$ cat config.mk
export PLATFORM = sky130hd
export DESIGN_NAME = rf_wb_arbiter
export DESIGN_NICKNAME = d
export VERILOG_FILES = /design/src/rtl/rf_wb_arbiter.sv
export SDC_FILE = /design/constraint.sdc
export NUM_CORES = 1
export LEC_CHECK = 0
export ABC_AREA = 1
export ABC_CLOCK_PERIOD_IN_PS = 1900
export CAP_MARGIN = 15
export CORE_ASPECT_RATIO = 0.7
export CORE_MARGIN = 3
export CORE_UTILIZATION = 30
export DETAILED_ROUTE_END_ITERATION = 8
export PLACE_DENSITY_LB_ADDON = 0.15
export SLEW_MARGIN = 25
export SYNTH_ARGS = -nofsm -noshare
export SYNTH_HDL_FRONTEND = slang
export SYNTH_SLANG_ARGS = --single-unit
export TNS_END_PERCENT = 50
$ cat constraint.sdc
create_clock -name CLK -period 1.9 [get_ports CLK]
set_input_delay 0.38 -clock CLK [delete_from_list [all_inputs] [get_ports CLK]]
set_output_delay 0.38 -clock CLK [all_outputs]
set_load 0.02 [all_outputs]
$ cat src/rtl/rf_wb_arbiter.sv
// -----------------------------------------------------------------------------
// rf_wb_arbiter
// Write-back arbiter and load scoreboard for the single-write-port RV32I
// register file. ALU results and returning load data share one registered
// write port (rd / dist1 / reg_write). A one-entry holding buffer parks an
// ALU result that loses arbitration to the LSU. A pending vector marks
// registers with outstanding loads. Decode reads of stale registers raise
// stall.
//
// Optional feature macro: RF_WB_FWD_EN
//   Defined   : adds fwd1_valid/fwd1_data/fwd2_valid/fwd2_data. Hits on the
//               buffer or output register are forwarded. Only pending-load
//               hits stall.
//   Undefined : no forwarding ports. Every hit stalls.
//
// Ports
//   CLK, RST_N            clock, asynchronous active-low reset
//   alu_valid/rd/data     ALU result offer; alu_ready accepts it
//   lsu_valid/rd/data     load data return, always accepted
//   ld_issue/ld_issue_rd  load issue, marks destination pending
//   rs1, rs2              decode read addresses
//   stall                 decode must hold
//   rd, dist1, reg_write  register file write port (registered)
// -----------------------------------------------------------------------------
module rf_wb_arbiter #(
   parameter int XLEN = 32,
   parameter int RAW  = 5
) (
   input  logic            CLK,
   input  logic            RST_N,
   input  logic            alu_valid,
   input  logic [RAW-1:0]  alu_rd,
   input  logic [XLEN-1:0] alu_data,
   output logic            alu_ready,
   input  logic            lsu_valid,
   input  logic [RAW-1:0]  lsu_rd,
   input  logic [XLEN-1:0] lsu_data,
   input  logic            ld_issue,
   input  logic [RAW-1:0]  ld_issue_rd,
   input  logic [RAW-1:0]  rs1,
   input  logic [RAW-1:0]  rs2,
   output logic            stall,
`ifdef RF_WB_FWD_EN
   output logic            fwd1_valid,
   output logic [XLEN-1:0] fwd1_data,
   output logic            fwd2_valid,
   output logic [XLEN-1:0] fwd2_data,
`endif
   output logic [RAW-1:0]  rd,
   output logic [XLEN-1:0] dist1,
   output logic            reg_write
);

   localparam int NREG = 1 << RAW;
   localparam logic [NREG-1:0] BIT0 = {{(NREG-1){1'b0}}, 1'b1};
   localparam logic [RAW-1:0]  ZERO_RD = {RAW{1'b0}};

   logic            buf_valid_r;
   logic [RAW-1:0]  buf_rd_r;
   logic [XLEN-1:0] buf_data_r;
   logic [NREG-1:0] pending_r;

   logic            grant_valid_s;
   logic [RAW-1:0]  grant_rd_s;
   logic [XLEN-1:0] grant_data_s;
   logic            buf_load_s;
   logic            buf_clear_s;
   logic [NREG-1:0] set_mask_s;
   logic [NREG-1:0] clr_mask_s;
   logic [NREG-1:0] pending_next_s;

   logic pend1_s, pend2_s, buf1_s, buf2_s, out1_s, out2_s;

   // The buffer holds at most one result, so the ALU is blocked whenever it is full.
   assign alu_ready = ~buf_valid_r;

   // Fixed-priority grant: LSU, then the buffered ALU result, then the live ALU result.
   always_comb begin
      grant_valid_s = 1'b0;
      grant_rd_s    = ZERO_RD;
      grant_data_s  = {XLEN{1'b0}};
      buf_load_s    = 1'b0;
      buf_clear_s   = 1'b0;
      if (lsu_valid) begin
         grant_valid_s = 1'b1;
         grant_rd_s    = lsu_rd;
         grant_data_s  = lsu_data;
         // A losing ALU result is parked. It is only accepted when the buffer is empty.
         buf_load_s    = alu_valid & ~buf_valid_r;
      end else if (buf_valid_r) begin
         grant_valid_s = 1'b1;
         grant_rd_s    = buf_rd_r;
         grant_data_s  = buf_data_r;
         buf_clear_s   = 1'b1;
      end else if (alu_valid) begin
         grant_valid_s = 1'b1;
         grant_rd_s    = alu_rd;
         grant_data_s  = alu_data;
      end else begin
         grant_valid_s = 1'b0;
      end
   end

   // Scoreboard update. The set is applied after the clear so that a same-cycle set wins. x0 is never tracked.
   always_comb begin
      set_mask_s = {NREG{1'b0}};
      clr_mask_s = {NREG{1'b0}};
      if (ld_issue && (ld_issue_rd != ZERO_RD)) begin
         set_mask_s = BIT0 << ld_issue_rd;
      end else begin
         set_mask_s = {NREG{1'b0}};
      end
      if (lsu_valid) begin
         clr_mask_s = BIT0 << lsu_rd;
      end else begin
         clr_mask_s = {NREG{1'b0}};
      end
      pending_next_s = ((pending_r & ~clr_mask_s) | set_mask_s) & ~BIT0;
   end

   // Hazard sources per read port: outstanding load, parked result, result in the output register.
   always_comb begin
      pend1_s = (rs1 != ZERO_RD) && pending_r[rs1];
      pend2_s = (rs2 != ZERO_RD) && pending_r[rs2];
      buf1_s  = (rs1 != ZERO_RD) && buf_valid_r && (buf_rd_r == rs1);
      buf2_s  = (rs2 != ZERO_RD) && buf_valid_r && (buf_rd_r == rs2);
      out1_s  = (rs1 != ZERO_RD) && reg_write && (rd == rs1);
      out2_s  = (rs2 != ZERO_RD) && reg_write && (rd == rs2);
   end

`ifdef RF_WB_FWD_EN
   // Forwarding network. The buffer is younger than the output register, so it takes precedence.
   always_comb begin
      stall      = pend1_s | pend2_s;
      fwd1_valid = buf1_s | out1_s;
      fwd2_valid = buf2_s | out2_s;
      if (buf1_s) begin
         fwd1_data = buf_data_r;
      end else if (out1_s) begin
         fwd1_data = dist1;
      end else begin
         fwd1_data = {XLEN{1'b0}};
      end
      if (buf2_s) begin
         fwd2_data = buf_data_r;
      end else if (out2_s) begin
         fwd2_data = dist1;
      end else begin
         fwd2_data = {XLEN{1'b0}};
      end
   end
`else
   // Without forwarding, any not-yet-written value stalls decode.
   always_comb begin
      stall = pend1_s | pend2_s | buf1_s | buf2_s | out1_s | out2_s;
   end
`endif

   // State registers: write port, holding buffer and pending vector.
   always_ff @(posedge CLK or negedge RST_N) begin
      if (!RST_N) begin
         reg_write   <= 1'b0;
         rd          <= ZERO_RD;
         dist1       <= {XLEN{1'b0}};
         buf_valid_r <= 1'b0;
         buf_rd_r    <= ZERO_RD;
         buf_data_r  <= {XLEN{1'b0}};
         pending_r   <= {NREG{1'b0}};
      end else begin
         // A grant to x0 is consumed but does not write.
         reg_write <= grant_valid_s && (grant_rd_s != ZERO_RD);
         if (grant_valid_s) begin
            rd    <= grant_rd_s;
            dist1 <= grant_data_s;
         end else begin
            rd    <= rd;
            dist1 <= dist1;
         end
         if (buf_load_s) begin
            buf_valid_r <= 1'b1;
            buf_rd_r    <= alu_rd;
            buf_data_r  <= alu_data;
         end else if (buf_clear_s) begin
            buf_valid_r <= 1'b0;
         end else begin
            buf_valid_r <= buf_valid_r;
         end
         pending_r <= pending_next_s;
      end
   end

endmodule

==> run summary, run 1 <==
The number of nets produced by synthesis came out at 787. The maximum number of buffers from clock root to sink came out at 2. The most critical setup path has its startpoint at pending_r[8]$_DFF_PN0_. The sum of negative setup slack came out at -0.08809 ns. The count of endpoints failing hold in the final timing report came out at 0.

The area added between synthesis and finish is 43.34%. Summed over all cells, the static leakage comes to 3.592 nW. For the worst setup path, the data required time is 1.52 ns. The fraction of final layout cells with drive strength greater than 1 came out at 0.1869. The count of boundary I/O pins came out at 134.

After synthesis the netlist holds a flip-flop and latch count of 107. Of the synthesized area, sequential elements account for 0.4649. Dividing the detail-routed wire length by the instance count gives 17.24 um. Clock-pin slew was measured on the worst setup and hold paths at 0.08 ns. The number of unique standard cell types used by synthesis is 36. The detail-routed via count per cell is 5.117.

Leaving out fill and tap cells, the most frequent cell in the layout is nand2_1. The initial antenna violation count came out at 0. The portion of total power attributed to sequential cells is 0.448. The chip width came out at 171.6 um. Once routing completed, OpenROAD measured the worst setup slack at -0.08809 ns. For this configuration, the core starts out at a cell density of 0.3127. The worst slack at placement came out at -0.8048 ns. Along the worst path, the maximum fanout reaches 3. The number of clock sinks seen by CTS is 107.

The reg-to-reg startpoint is buf_valid_r$_DFFE_PN0P_. The number of H-tree levels came out at 3. The aggregate global-route resource usage came out at 0.1845. In the synthesized netlist, the number of instances is 693. The cell area after synthesis is 5759 um^2. The primary flip-flop cell chosen by synthesis mapping is dfrtp_1. The number of warning messages in the yosys log came out at 0.

The capture point of the critical path is stall. The actual slew at the worst max-slew pin came out at 0.5047 ns. The path class of the lowest-slack min-delay path is input port to register. The number of iterations in the first detailed-routing pass is 5. The total via count in the routed design is 5726. The number of max-slew violations in the final report came out at 0. The end of the worst register-to-register path is buf_data_r[0]$_DFFE_PN0P_. The reg-to-reg setup timing slack is 0.17 ns. The final weighted congestion in routability-driven placement came out at 0.9221. The worst setup path is of the register to output port kind.

The flow ran to the end, but the final reports show violations. The internal power summed over all cells came out at 4.574 mW. In this run the core area contains 41 standard-cell rows. The net count of the finished layout is 972. The number of buffers added by the clock tree synthesis step is 9. In the routed design, unresolved DRC markers number 0. The clock skew is 0.01470 ns. The die covers 20920 um^2. The part of the power in combinational logic came out at 0.269. The wire length reported by the detailed router is 19.29 mm.

The area of the multi-input gates came out at 2723 um^2. In the synthesized netlist the async set-or-reset flop fraction comes to 1.000. The peak supply drop is 0.3965 mV.

Setup repair after global routing could not meet its margin everywhere. The depth of the worst register-to-register path came out at 7. The total of fill cells in the finished design is 1824. The via count of the first global-routing pass was 5512.

The overall power after layout is 6.827 mW. The count of routing violations after the opening detailed-route iteration came out at 471. The count of buffers added on input and output ports is 133. Dividing total power by cell area gives a power density of 826.9 nW/um^2. The worst setup path is captured at an output port. The arrival time of data at the critical path endpoint is 1.61 ns. Measured along the y axis, the die boundary spans 121.9 um.

The worst setup path is launched from a register. The core occupancy in the finished layout came out at 0.4483. In this run the remaining antenna-violating nets after routing total 0. The switching portion of total power is 0.3299. The antenna diode instance count is 0. The core region is 18420 um^2. The pin count of the biggest net entering global routing came out at 64. The worst hold margin came out at 0.3519 ns. The number of endpoints failing setup at the final stage came out at 1. In this run, synthesis inferred 0 flip-flops with an integrated enable. The aggregate global routing overflow came out at 0. The clock latency of the later-clocked register in the worst-skew pair is 0.36 ns. The wire-length estimate of the detail-placed layout is 14.39 mm.

Clock tree synthesis selected as its root buffer the cell clkbuf_16. The part of the total power dissipated in the clock network is 0.283. The final reports fail on setup timing.

The total of max-cap violations is 0. The final critical path time including I/O delays and setup came out at 1.988 ns. The max-slew headroom at the worst pin came out at 0.6627. A synthesized cell averages 8.311 um^2.

In the layout the commonest cells are nand2_1 (210), clkdlybuf4s50_1 (114), dfrtp_1 (104). The share of the clock period used by the worst path after layout is 1.046. The area of all sequential standard cells is 2681 um^2. For this run, the top clock speed supported by timing is 503.0 MHz. The first global-routing pass estimated 30.37 mm of wire. The switching power of the nets is 2.252 mW. The clock tree from TritonCTS is built.
-- power by group through the flow --
stage | logic [mW] | registers (mW) | clock network, mW
floorplan | 0.848 | 3.03 | 0
global placement | 1.76 | 3.08 | 0
detailed placement | 1.79 | 3.08 | 0
CTS | 1.84 | 3.04 | 2.00
global route | 2.03 | 3.10 | 2.08
finish | 1.84 | 3.06 | 1.93
-- area by class of cell --
cell class | instances | share of cell area
clock buffer | 9 | 0.02728
clock inverter | 7 | 0.01015
inverter | 40 | 0.02001
multi-input combinational | 506 | 0.3298
sequential | 107 | 0.3248
tap | 236 | 0.03577
timing repair buffer | 214 | 0.2522
-- kinds of logic after synthesis --
family / after synthesis / synth area share
AND/OR/NAND/NOR: 316 / 0.2257
flip-flops: 107 / 0.4649
buffers and inverters: 80 / 0.06887
AO/OA/AOI/OAI: 149 / 0.1634
XOR/XNOR: 7 / 0.01065
multiplexers: 34 / 0.06648
-- worst min-delay path by stage --
| stage | endpoint | cells past startpoint | from | slack [ns] |
|---|---|---|---|---|
| after global placement | buf_data_r[30]$_DFFE_PN0P_ | 2 | RST_N | 0.40 |
| after global routing | buf_valid_r$_DFFE_PN0P_ | 3 | lsu_valid | 0.37 |
| final | buf_valid_r$_DFFE_PN0P_ | 3 | lsu_valid | 0.35 |
| after CTS | buf_valid_r$_DFFE_PN0P_ | 3 | lsu_valid | 0.34 |
| after floorplan | buf_data_r[0]$_DFFE_PN0P_ | 0 | RST_N | 0.08 |
| after detailed placement | buf_data_r[29]$_DFFE_PN0P_ | 2 | RST_N | 0.40 |
-- registers in the layout, indices dropped and copies added (netlist names) --
register / flops
buf_rd_r: 5
buf_data_r: 32
pending_r: 31
reg_write: 1
buf_valid_r: 1
dist1: 32
rd: 5
-- cells in the mapped netlist, types with 2 or more instances --
cell / count / area (um^2)
buf_6: 7 / 78.83
inv_1: 32 / 120.1
buf_2: 18 / 90.09
buf_1: 2 / 7.510
clkinv_1: 3 / 11.26
inv_2: 3 / 11.26
nor3_1: 12 / 60.06
xnor2_1: 6 / 52.55
a22oi_1: 33 / 247.7
nand2_2: 2 / 12.51
o221ai_1: 3 / 26.28
inv_4: 2 / 12.51
dfrtp_1: 107 / 2678
o21ai_0: 51 / 255.2
nor2_1: 27 / 101.4
buf_4: 4 / 30.03
o211ai_1: 32 / 240.2
o21ai_1: 16 / 80.08
o22ai_1: 2 / 12.51
a21oi_1: 6 / 30.03
clkbuf_1: 8 / 30.03
nand2_1: 211 / 792.0
nand4_1: 8 / 50.05
mux2_2: 34 / 382.9
nand3_1: 53 / 265.3
-- stage by stage --
stage | std cells | area [um^2]
finish | 1119 | 8255
global route | 1119 | 8255
CTS | 1118 | 8229
detailed placement | 1090 | 7760
global placement | 1090 | 7760
floorplan | 693 | 5759
-- worst max-delay path: stages (launching register included) --
cell	delay, ns
dfrtp_1	0.46
nand2_1	0.12
nand3_2	0.07
nand3_2	0.07
nand2_1	0.06
nor2_1	0.11
nand2_1	0.07
nand2_1	0.08
nand3_2	0.08
buf_6	0.14
-- what timing repair did --
item | in CTS | in global routing
hold endpoints to repair | 9 | 0
setup endpoints to repair | 7 | 3
pin swaps | 10 | 9
setup buffers | 9 | 1
cloned | 2 | 0
hold buffers | 1 | 0
gates resized for setup | 48 | 13
-- metal layers --
layer,wire length [um],vias up,global-route usage
met5,0,-,0
met2,8250,220,0.2682
met1,9269,2752,0.2802
li1,-,2740,-
met3,1586,14,0.04703
met4,181,0,0.02915
No activity file was read; power rests on OpenSTA's default activity.
==> inputs of run 2 (changes only) <==
--- a/config.mk
+++ b/config.mk
@@ -12,7 +12,9 @@
 export CORE_MARGIN = 3
 export CORE_UTILIZATION = 30
 export DETAILED_ROUTE_END_ITERATION = 8
+export DONT_BUFFER_PORTS = 1
 export PLACE_DENSITY_LB_ADDON = 0.15
+export SETUP_SLACK_MARGIN = 0.15
 export SLEW_MARGIN = 25
 export SYNTH_ARGS = -nofsm -noshare
 export SYNTH_HDL_FRONTEND = slang
==> run 2 against run 1 <==
  * The run ends with hold timing, setup timing left
  * Routed wire length shrank 6.3%
  * Global-route usage down 0.95 points
  * Core utilization decreased by 10 points
  * Critical endpoint unchanged
  * Highest routed layer unchanged
==> run summary, run 2 (synthesis gave the netlist of run 1 again) <==
The number of clock sinks seen by CTS is 107. In this run the critical register-to-register path is launched from buf_valid_r$_DFFE_PN0P_. The pin count of the biggest net entering global routing came out at 108. In the layout the commonest cells are nand2_1 (210), dfrtp_1 (105), o21ai_0 (51). TritonCTS created 9 clock buffers. The critical path launch point type is a register. The depth of the worst register-to-register path is 6.

The core footprint came out at 18420 um^2. The number of endpoints failing setup at the final stage came out at 1. The via count of the first global-routing pass came out at 4751. The biggest cell delay along the critical path came out at 0.42 ns.

The fraction of final layout cells with drive strength greater than 1 is 0.1294. The area added between synthesis and finish came out at 10.67%. In this run, the number of DRC markers left after iteration 0 of detailed routing was 512. Among the stages of the critical path, the cell type that occurs most often is nor2_1. The post-route worst setup slack came out at -0.02208 ns.

The clock reaches the later pin of the worst-skew pair after 0.37 ns. At the pin with the least slew margin, the transition time is 0.7029 ns. For this run, the detailed router's first-pass iteration total came to 5.

After clock tree synthesis, the clock-pin slew on the worst setup and hold paths is 0.09 ns. The H-tree generated during clock tree synthesis spans 3 levels. The height of the chip came out at 121.9 um.

The die footprint is 20920 um^2. Walking the worst path, the cells encountered are buf_4 -> xor2_1 -> nor2_1 -> nand3_1 -> nor2_1 -> nor2_4 -> nand3_4. The clock skew came out at 0.01118 ns.

The first-pass GRT wire length is 28.11 mm. Dividing the final minimum period by the clock period gives 1.012. The number of nets still failing antenna checks after routing came out at 0.

The arrival time of data at the critical path endpoint came out at 1.54 ns. The post-place instance area came out at 5941 um^2. The starting density of the core is 0.3127. Port buffering added 0 buffers. The highest clock rate came out at 520.3 MHz. Setup repair after global routing could not meet its margin everywhere. At the end of routability-driven placement, the weighted congestion stood at 0.9411. Together, buffers and inverters on the worst path number 1. The checks that failed: hold timing, setup timing. The antenna diode instance count is 0. The critical path capture point type is an output port.

The slowest stage cell on the critical path is dfrtp_1. Leaving out fill and tap cells, the most frequent cell in the layout is nand2_1. The kind of cell with the highest combined delay along the critical path is simple AND/OR/NAND/NOR gates. In this run the power density over the cells is 982.9 nW/um^2. The worst hold path belongs to the class input port to asynchronous set/reset pin. The worst register-to-register path ends at buf_data_r[29]$_DFFE_PN0P_.

The net count of the finished layout came out at 777. The number of max-slew violations in the final report came out at 0. Dividing the detail-routed wire length by the instance count gives 19.57 um. The flow ran to the end, but the final reports show violations. The critical path in this run is classified as register to output port.

The count of boundary I/O pins is 134. After global routing the overflow that remains totals 0. Summed over all cells, the static leakage comes to 2.719 nW. Counting I/O delays and the setup requirement, the final critical path takes 1.922 ns. The wire length reported by the detailed router is 18.08 mm.

TritonCTS built the clock tree. The aggregate global-route resource usage is 0.1750. The chip width is 171.6 um. The largest registers in the layout are buf_data_r (32), dist1 (32), pending_r (31). For the worst setup path, the data required time is 1.52 ns.

The max-slew headroom at the worst pin is 0.5314. The initial antenna violation count is 0. The routed layout has 5027 vias. The count of endpoints failing hold in the final timing report is 107. The half-perimeter wire length after placement is 13.13 mm. The tool flagged a number of max-cap violations equal to 0.

The largest driver fanout on the critical path is 4. Setup slack on the worst reg-to-reg path comes out at 0.41 ns. The final non-filler cell area came out at 6374 um^2.

The maximum number of buffers from clock root to sink is 2. Across all hold checks on the routed design, the worst slack comes to -0.2913 ns. The detail-routed via count per cell came out at 5.440. For this run, design rule violations remaining after detail routing come to 0. The cell at the root of the clock tree is clkbuf_16. The peak supply drop came out at 0.4714 mV. The floorplan has 41 rows.
[run 2: cell types whose count changed in the layout (fill, tap and decap cells not counted), sizes merged, moves of 3 or more]
cell and delta:
dlygate4sd2 -7, clkdlybuf4s50 -114, buf -68, clkdlybuf4s15 -3
[run 2: how the worst max path moves through the flow]
| stage | start | endpoint | slack, ns | depth (start not counted) |
|---|---|---|---|---|
| after global placement | rs2[0] | stall | 0.11 | 9 |
| after global routing | buf_rd_r[0]$_DFFE_PN0P_ | stall | -0.12 | 8 |
| after CTS | rd[0]$_DFFE_PN0P_ | stall | -0.03 | 7 |
| after floorplan | rs1[0] | stall | 0.23 | 10 |
| final | rd[2]$_DFFE_PN0P_ | stall | -0.02 | 7 |
| after detailed placement | rs2[0] | stall | 0.14 | 9 |
[run 2: worst register-to-register path: cells and delay by family, from the launching register on]
kind | cells | cell delay [ns]
flip-flops | 1 | 0.48
multiplexers | 1 | 0.39
buffers and inverters | 3 | 0.33
AND/OR/NAND/NOR | 2 | 0.18
[run 2: power by group]
part / internal, mW / switching (mW) / leakage, nW
registers: 2.67 / 0.497 / 1.28
logic: 0.500 / 0.546 / 1.27
clock network: 0.985 / 1.07 / 0.160
[run 2: layout make-up]
class / count / area, um^2
Timing Repair Buffer: 19 / 180.2
Clock buffer: 9 / 225.2
Clock inverter: 7 / 102.6
Tap cell: 236 / 295.3
Multi-Input combinational cell: 506 / 2735
Inverter: 40 / 155.1
Fill cell: 1888 / 12040
Sequential cell: 107 / 2680
[run 2: what timing repair did]
action / in CTS / in global routing
buffers inserted: 1 / 6
hold endpoints to repair: 107 / 107
pin swaps: 1 / 2
endpoints found under the setup margin: 1 / 1
gates resized for setup: 3 / 11
gates cloned: 0 / 0
[run 2: stage by stage]
stage / utilization / instances / power, mW / TNS [ns] / setup WS [ns]
6_report: 0.3461 / 924 / 6.265 / -0.02208 / -0.02208
5_1_grt: 0.3461 / 924 / 6.627 / -0.1152 / -0.1152
4_1_cts: 0.3411 / 918 / 6.280 / -0.03064 / -0.03064
3_5_place_dp: 0.3226 / 901 / 4.184 / 0 / 0.1375
3_3_place_gp: 0.3226 / 901 / 4.163 / 0 / 0.1082
2_1_floorplan: - / 693 / 3.874 / 0 / 0.2336
[run 2: per-layer routing]
metal	GRT usage	wire length [um]	part of all wire	vias up
li1	-	-	-	2352
met1	0.2577	8384	0.46	2470
met2	0.2425	7642	0.42	193
met3	0.07525	1957	0.11	12
met4	0.02462	95	0.0053	0
met5	0	0	0	-
==> inputs of run 3 (changes only) <==
--- a/config.mk
+++ b/config.mk
@@ -5,12 +5,11 @@
 export SDC_FILE = /design/constraint.sdc
 export NUM_CORES = 1
 export LEC_CHECK = 0
-export ABC_AREA = 1
 export ABC_CLOCK_PERIOD_IN_PS = 1900
 export CAP_MARGIN = 15
 export CORE_ASPECT_RATIO = 0.7
 export CORE_MARGIN = 3
-export CORE_UTILIZATION = 30
+export CORE_UTILIZATION = 68
 export DETAILED_ROUTE_END_ITERATION = 8
 export DONT_BUFFER_PORTS = 1
 export PLACE_DENSITY_LB_ADDON = 0.15
==> run 3 against run 2 <==
  * The run still ends with hold timing, setup timing left
  * Non-clock buffer count up 4
  * Cell count down 37%
  * Power down 8.6%
  * Fmax down 24%
  * Largest cell class is now registers
==> run summary, run 3 <==
The run finished, with violations left. The final reports fail on hold timing, setup timing. Of the post-synthesis cell area, the dominant cell type holds 0.5051. The clock-pin transition on the worst setup and hold timing paths came out at 0.10 ns. The number of remaining DRC errors came out at 0. The height of the chip came out at 79.88 um. Clock skew on the completed layout was measured at 0.003835 ns. The sum of negative setup slack came out at -0.6260 ns. Among cell families on the critical path, the largest total delay comes from multiplexers.

The peak supply drop came out at 0.6229 mV. The overall power after layout came out at 5.724 mW. Ranked by total cell area, the synthesized netlist is headed by dfrtp_1 (51%), mux2_2 (8.3%), o22ai_1 (7.4%), o21ai_0 (5.9%), mux4_2 (4.2%). Dividing the detail-routed via count by the number of cells gives 7.272. The number of iterations in the first detailed-routing pass is 5. The maximum number of buffers from clock root to sink came out at 2. The die footprint is 8909 um^2. The final critical path time including I/O delays and setup came out at 2.526 ns. The post-route worst setup slack came out at -0.6260 ns. The count of endpoints failing hold in the final timing report is 107. The switching power of the nets is 1.687 mW. The number of buffer and inverter instances along the worst setup path came out at 0.

The most used flip-flop cell after synthesis is dfrtp_1. The number of H-tree levels is 3. In this design, the stage delay of the slowest critical-path cell is 0.50 ns. In this run the horizontal extent of the chip is 111.5 um.

The number of max-slew violations in the final report came out at 0. The post-place instance area came out at 5490 um^2. The fraction of registers with async set or reset after synthesis came out at 1.000. The total power divided by cell area came out at 1003 nW/um^2. The signal on the critical path passes through mux4_2 -> mux4_2 -> nor2_1 -> o211a_1 -> o32ai_4. The dominant cell by count in the synthesized netlist is dfrtp_1. The congestion estimate from routability-driven global placement came to 0.9905. The starting density of the core came out at 0.7147.

The met2 routed wirelength is 6.323 mm. The half-perimeter wire length after placement came out at 10.17 mm. The count of boundary I/O pins is 134. The total via count in the routed design is 4254. The cell with the most instances on the worst path is mux4_2.

The area added between synthesis and finish came out at 7.600%. CTS placed an instance of clkbuf_8 at the clock tree root. The library cell used most frequently in the layout, excluding fill and tap cells, is dfrtp_1. STA classifies the critical path endpoint as an output port. The number of enable-type register cells in the synthesized netlist is 0. Measured on the finished design, the core utilization comes to 0.7691. The floorplan has 26 rows. The worst hold margin came out at -0.3109 ns. Cell internal power was estimated by the tool at 4.037 mW. The aggregate global-route resource usage is 0.3257. The core footprint is 7417 um^2. Based on the critical path, the design can be clocked at up to 395.9 MHz. The critical path launch point type is a register. Summed over all cells, the static leakage comes to 2.257 nW. Setup violations remaining at the end of the flow were counted as 1.

TritonCTS built the clock tree. The largest area contributor in the synthesized netlist is dfrtp_1. The worst hold path belongs to the class input port to asynchronous set/reset pin. The max-slew headroom at the worst pin came out at 0.5215. The number of nets still failing antenna checks after routing came out at 0. The largest driver fanout on the critical path is 3.

The number of flip-flops and latches in the synthesized netlist is 107. The first global-routing pass estimated 22.26 mm of wire. The routed length on met3 is 2.010 mm.

The net count of the finished layout is 577. The critical path required time is 1.52 ns. The wire length reported by the detailed router came out at 14.31 mm.

The number of clock sinks seen by CTS came out at 107. The part of the power in combinational logic came out at 0.201. In the final routing, the length of wire on met1 measures 5.723 mm. The aggregate global routing overflow is 0.

The share of the clock period used by the worst path after layout is 1.329. The final non-filler cell area is 5704 um^2. The synthesized area per cell came out at 10.98 um^2. Entering global routing, the biggest net connects 108 pins.

The switching portion of total power is 0.2947. The part of the total power dissipated in the clock network is 0.267. The fraction of final layout cells with drive strength greater than 1 came out at 0.2115. TritonCTS created 9 clock buffers. The number of cells produced by synthesis came out at 483. The portion of total power attributed to sequential cells came out at 0.533. The critical path is of the register to output port type.

In the final routed layout, each cell accounts on average for 24.46 um. The arrival time of data at the critical path endpoint came out at 2.15 ns. The clock latency of the later-clocked register in the worst-skew pair is 0.37 ns.

The slowest stage of the critical path belongs to the cell mux4_2. The number of nets in the synthesized netlist is 577. The initial antenna violation count is 0. The total of max-cap violations is 0. In the layout the commonest cells are dfrtp_1 (107), o21ai_0 (63), o22ai_1 (63). The portion of the post-synthesis area used by sequential elements came out at 0.5051.

The largest registers in the layout are buf_data_r (32), dist1 (32), pending_r (31). The actual slew at the worst max-slew pin is 0.7123 ns. Setup repair after global routing could not meet its margin everywhere. The number of antenna diodes in the final layout is 0.

The count of routing violations after the opening detailed-route iteration is 391. The cell area after synthesis is 5301 um^2. Buffers placed on the I/O ports in this run total 0. The number of warning messages in the yosys log came out at 0.

Counting instances in the post-synthesis netlist gives the leading cell types as dfrtp_1 (107), o21ai_0 (63), o22ai_1 (63). The via count of the first global-routing pass came out at 4156. The highest metal layer used by the detailed router is met4. The number of unique standard cell types used by synthesis is 44.
[run 3: cell types whose count changed after synthesis, moves of 17 or more]
cell      change
a22oi_1      -28
a21oi_1      +28
o22ai_1      +61
nand3_1      -43
nand2_1     -187
inv_1        -26
clkbuf_1     +17
o211ai_1     -32
nor2_1       -18
[run 3: cell families after synthesis]
group | Yosys count | share of synthesized area
and+or+nand+nor | 76 | 0.07529
muxes | 54 | 0.1501
xor gates and xnor gates | 20 | 0.03304
DFF | 107 | 0.5051
AOI/OAI and AO/OA | 185 | 0.2039
buffers and inverters | 41 | 0.03257
[run 3: cell type report]
cell class              instances  area (um^2)
clock buffers                   9        123.9
repair buffers                 23        176.4
clock inverters                 6        87.58
inverters                       7        26.28
multi-input cells             335         2490
well taps                      98        122.6
flip-flops and latches        107         2678
fillers                       479         1713
[run 3: through the flow]
step	hold slack [ns]	std cells	setup WS [ns]
finish	-0.3109	585	-0.6260
global route	-0.3325	585	-0.6824
CTS	-0.3247	585	-0.6345
detailed placement	0.08790	570	-0.3084
global placement	0.08765	570	-0.3179
floorplan	0.08441	483	-0.2948
[run 3: path summary, 6_finish.rpt]
| path | endpoint | startpoint | depth (start not counted) | slack, ns |
|---|---|---|---|---|
| max in group asynchronous | pending_r[28]$_DFF_PN0_ | RST_N | 0 | 2.05 |
| worst min register to register | buf_data_r[26]$_DFFE_PN0P_ | buf_data_r[26]$_DFFE_PN0P_ | 2 | 0.51 |
| worst max register to register | buf_data_r[22]$_DFFE_PN0P_ | buf_valid_r$_DFFE_PN0P_ | 5 | 0.30 |
| worst min-delay path | pending_r[24]$_DFF_PN0_ | RST_N | 0 | -0.31 |
| min in group CLK | pending_r[10]$_DFF_PN0_ | ld_issue_rd[0] | 1 | 0.09 |
| worst max-delay path | stall | pending_r[15]$_DFF_PN0_ | 5 | -0.63 |
[run 3: power by group through the flow]
stage / Clock, mW / Sequential, mW / Combinational [mW]
after floorplan: 0 / 3.02 / 0.869
after global placement: 0 / 3.05 / 1.09
after detailed placement: 0 / 3.08 / 1.12
after CTS: 1.53 / 3.04 / 1.13
after global routing: 1.64 / 3.09 / 1.25
final: 1.53 / 3.05 / 1.15
[run 3: repair_timing]
| item | 4_1_cts | 5_1_grt |
|---|---|---|
| hold endpoints to repair | 107 | 107 |
| setup endpoints to repair | 5 | 13 |
| buffers inserted | 0 | 0 |
| resized for setup | 2 | 1 |
| pin swaps | 3 | 0 |
[run 3: layer usage]
| metal | global-route usage | up-vias |
|---|---|---|
| met5 | 0 | - |
| met4 | 0.07655 | 0 |
| met3 | 0.1409 | 26 |
| met2 | 0.4693 | 309 |
| met1 | 0.4613 | 2082 |
| li1 | - | 1837 |
